`config.mk`:
```
export PLATFORM = sky130hd
export DESIGN_NAME = program_counter
export DESIGN_NICKNAME = d
export VERILOG_FILES = /design/src/rtl/program_counter_pkg.sv /design/src/rtl/program_counter.sv
export SDC_FILE = /design/constraint.sdc
export NUM_CORES = 1
export LEC_CHECK = 0
export CORE_MARGIN = 3
export CORE_UTILIZATION = 36
export CTS_BUF_LIST = sky130_fd_sc_hd__clkbuf_4 sky130_fd_sc_hd__clkbuf_8
export DETAILED_ROUTE_END_ITERATION = 12
export GPL_ROUTABILITY_DRIVEN = 0
export PLACE_DENSITY = 0.85
export SLEW_MARGIN = 15
export SYNTH_ARGS = -nofsm -noshare
export SYNTH_HDL_FRONTEND = slang
export SYNTH_SLANG_ARGS = --single-unit
```
`constraint.sdc`:
```
create_clock -name clk -period 1.69 [get_ports clk]
set_clock_uncertainty 0.15 [all_clocks]
set_input_delay 0.4225 -clock clk [delete_from_list [all_inputs] [get_ports clk]]
set_output_delay 0.4225 -clock clk [all_outputs]
set_load 0.1 [all_outputs]
```
`src/rtl/program_counter_pkg.sv`:
```
// Shared rv32i constants so fetch, ALU and PC agree on datapath width and boot address.
package program_counter_pkg;
  localparam int unsigned          XLEN         = 32;
  localparam logic [XLEN-1:0]      RESET_VECTOR = 32'h0000_0000;
endpackage

```
`src/rtl/program_counter.sv`:
```
// RV32I program counter: one register loaded every rising edge with the upstream-selected next PC.
module program_counter
  import program_counter_pkg::*;
#(
  parameter int unsigned     P_XLEN         = XLEN,
  parameter logic [P_XLEN-1:0] P_RESET_VECTOR = RESET_VECTOR
) (
  input  logic              clk,
  input  logic              rst,
  input  logic [P_XLEN-1:0] next_pc,
  output logic [P_XLEN-1:0] pc
);

  logic [P_XLEN-1:0] r_pc;

  // Loaded verbatim: alignment and wrap are the datapath's concern.
  always_ff @(posedge clk) begin
    if (rst) r_pc <= P_RESET_VECTOR;
    else     r_pc <= next_pc;
  end

  assign pc = r_pc;

endmodule

```
==> flow_summary.ini <==
[layout]
synthToLayoutAreaGrowth_pct = 125
fin_nets = 172
largest_register_ffs = 32
layout-drive-gt1-share_pct = 30.2
num_antenna_cells = 0

[global_routing]
grt_max_degree = 18
antenna_found_initial = 0
grt_pass1_wl_um = 3860
gr-total-overflow = 0
grt_use_total_pct = 20.3
grt_pass1_vias = 783

[clocking]
cts_inserted_buffers = 5
clk_pin_slew_worst_paths_ns = 0.10
hold_buffers = 0
cts_tree = yes
cts_resized = 0
clockRootBuffer = clkbuf_4
clk_path_buf_depth = 2
cts_setup_buffers = 0
htree_num_levels = 2
clock-sinks = 32

[floorplan]
ios = 66
core_area_um2 = 2230
start_util_pct = 38.7
rows = 17
dieArea_um2 = 3020
die_w_um = 55.0
fp.dieH_um = 55.0

[critical_path]
cp_num_buf_inv = 1
crit_slowest_cell = dfxtp_1
critPathArrivalTime_ns = 0.91
required_ns = 1.12
crit_fanout = 1
end_kind = primary output
cp.depth = 1
critPathTopFamily = flip-flops
worstPathCellList = buf_12
start_kind = flip-flop
crit_type = reg -> out
critPathMaxStageDelay_ns = 0.40

[yosys]
synth_cells = 67
postSynthAreaPerCell_um2 = 12.9
ys_dominant_reg_cell = dfxtp_1
ys_async_sr_fraction_pct = 0
yosys.area.top_type = dfxtp_1
ys_warn_count = 0
post_synth_num_cell_types = 3
ys_seq_area_share_pct = 74.2
synth_compound_area_share_pct = 0
synth_mux_area_share_pct = 0
syn-num-nets = 101
synthAdderAreaFrac_pct = 0
synth_edf_count = 0
syn_area_um2 = 863
yosys_register_bits = 32
synth_top_area_share_pct = 74.2
synth-simple-area-share_pct = 23.2
netlist_top_cells_count = dfxtp_1 (32), nor2b_1 (32), buf_4 (3)
synth_top_family_by_area = simple AND/OR/NAND/NOR gates
synthXorXnorAreaFrac_pct = 0
synthTopCellsByArea = dfxtp_1 (74%), nor2b_1 (23%), buf_4 (2.6%)

[routing]
drt_iter0_drc = 3
ant_nets = 0
first_pass_iters = 3
viasPerCell = 4.18
avgRoutedWirePerCell_um = 15.7
vias = 698
wl_um = 2620
drc_errors = 0

[sta]
hold_violations = 0
maxSlewViolCount = 0
worst_pin_slew_ns = 0.170
fin_crit_ns = 1.48
setup_tns_ns = 0
setup_violations = 0
min_period_over_period_pct = 87.7
fin_hold_ws_ns = 0.493
rsz0062_at_grt = no
relSlewSlack_pct = 88.7
fmax_ghz = 0.674

[placed_design]
dpl.hpwl_um = 2020
io_buffers = 65

[pwr]
seq_power_share_pct = 41.7
swShare_pct = 31.6
power_density_nw_per_um2 = 1020
p_leak_nw = 0.801
irDropWorstVdd_v = 0.00102
clockPowerShare_pct = 29.0
combPwrFrac_pct = 29.3
net-switching-power_uw = 628
intPower_mw = 1.36

[hold_path]
min_delay_path_depth = 2
hp-class = in -> reg

[status]
run_status = completed

[job]
drv_cap = 0
[cell families after synthesis]
logic type             Yosys count
buffers and inverters            3
DFF                             32
and+or+nand+nor                 32
[routing by layer]
metal	track usage [%]	share of wire (%)
met5	0	0
met4	13.0	3.1
met3	8.85	8.4
met2	38.8	58
met1	16.6	31
[cells in the final DEF, fill, tap and decap left out]
master           instances
clkdlybuf4s50_1         33
nor2b_1                 32
dfxtp_1                 32
buf_12                  32
clkbuf_4                 6
buf_4                    2
clkinv_2                 1
bufinv_16                1
[layout make-up]
cell class	instances	area, um^2
repair buffers	67	986
multi-input cells	32	200
clock buffers	6	45.0
fillers	88	292
flip-flops and latches	32	641
well taps	28	35.0
clock inverters	2	35.0
[power by group through the flow]
| stage | logic (mW) | registers, mW | clock network (mW) |
|---|---|---|---|
| after floorplan | 0.0362 | 1.12 | 0 |
| after global placement | 0.575 | 0.844 | 0 |
| after detailed placement | 0.584 | 0.847 | 0 |
| after CTS | 0.586 | 0.830 | 0.594 |
| after global routing | 0.598 | 0.833 | 0.622 |
| final | 0.582 | 0.829 | 0.576 |
[stage by stage]
step | power, mW | area, um^2 | util, % | worst slack [ns] | instances
2_1_floorplan | 1.15 | 863 | - | 0.209 | 67
3_3_place_gp | 1.42 | 1860 | 83.4 | 0.255 | 159
3_5_place_dp | 1.43 | 1860 | 83.4 | 0.176 | 159
4_1_cts | 2.01 | 1940 | 86.9 | 0.181 | 167
5_1_grt | 2.05 | 1940 | 86.9 | 0.161 | 167
6_report | 1.99 | 1940 | 86.9 | 0.207 | 167
[path summary, 6_finish.rpt]
| kind | from | to | slack, ns |
|---|---|---|---|
| worst min-delay path | next_pc[27] | pc[27] | 0.49 |
| worst max-delay path | pc[4] | pc[4] | 0.21 |
Note: power is estimated with default switching activity, not from simulation.
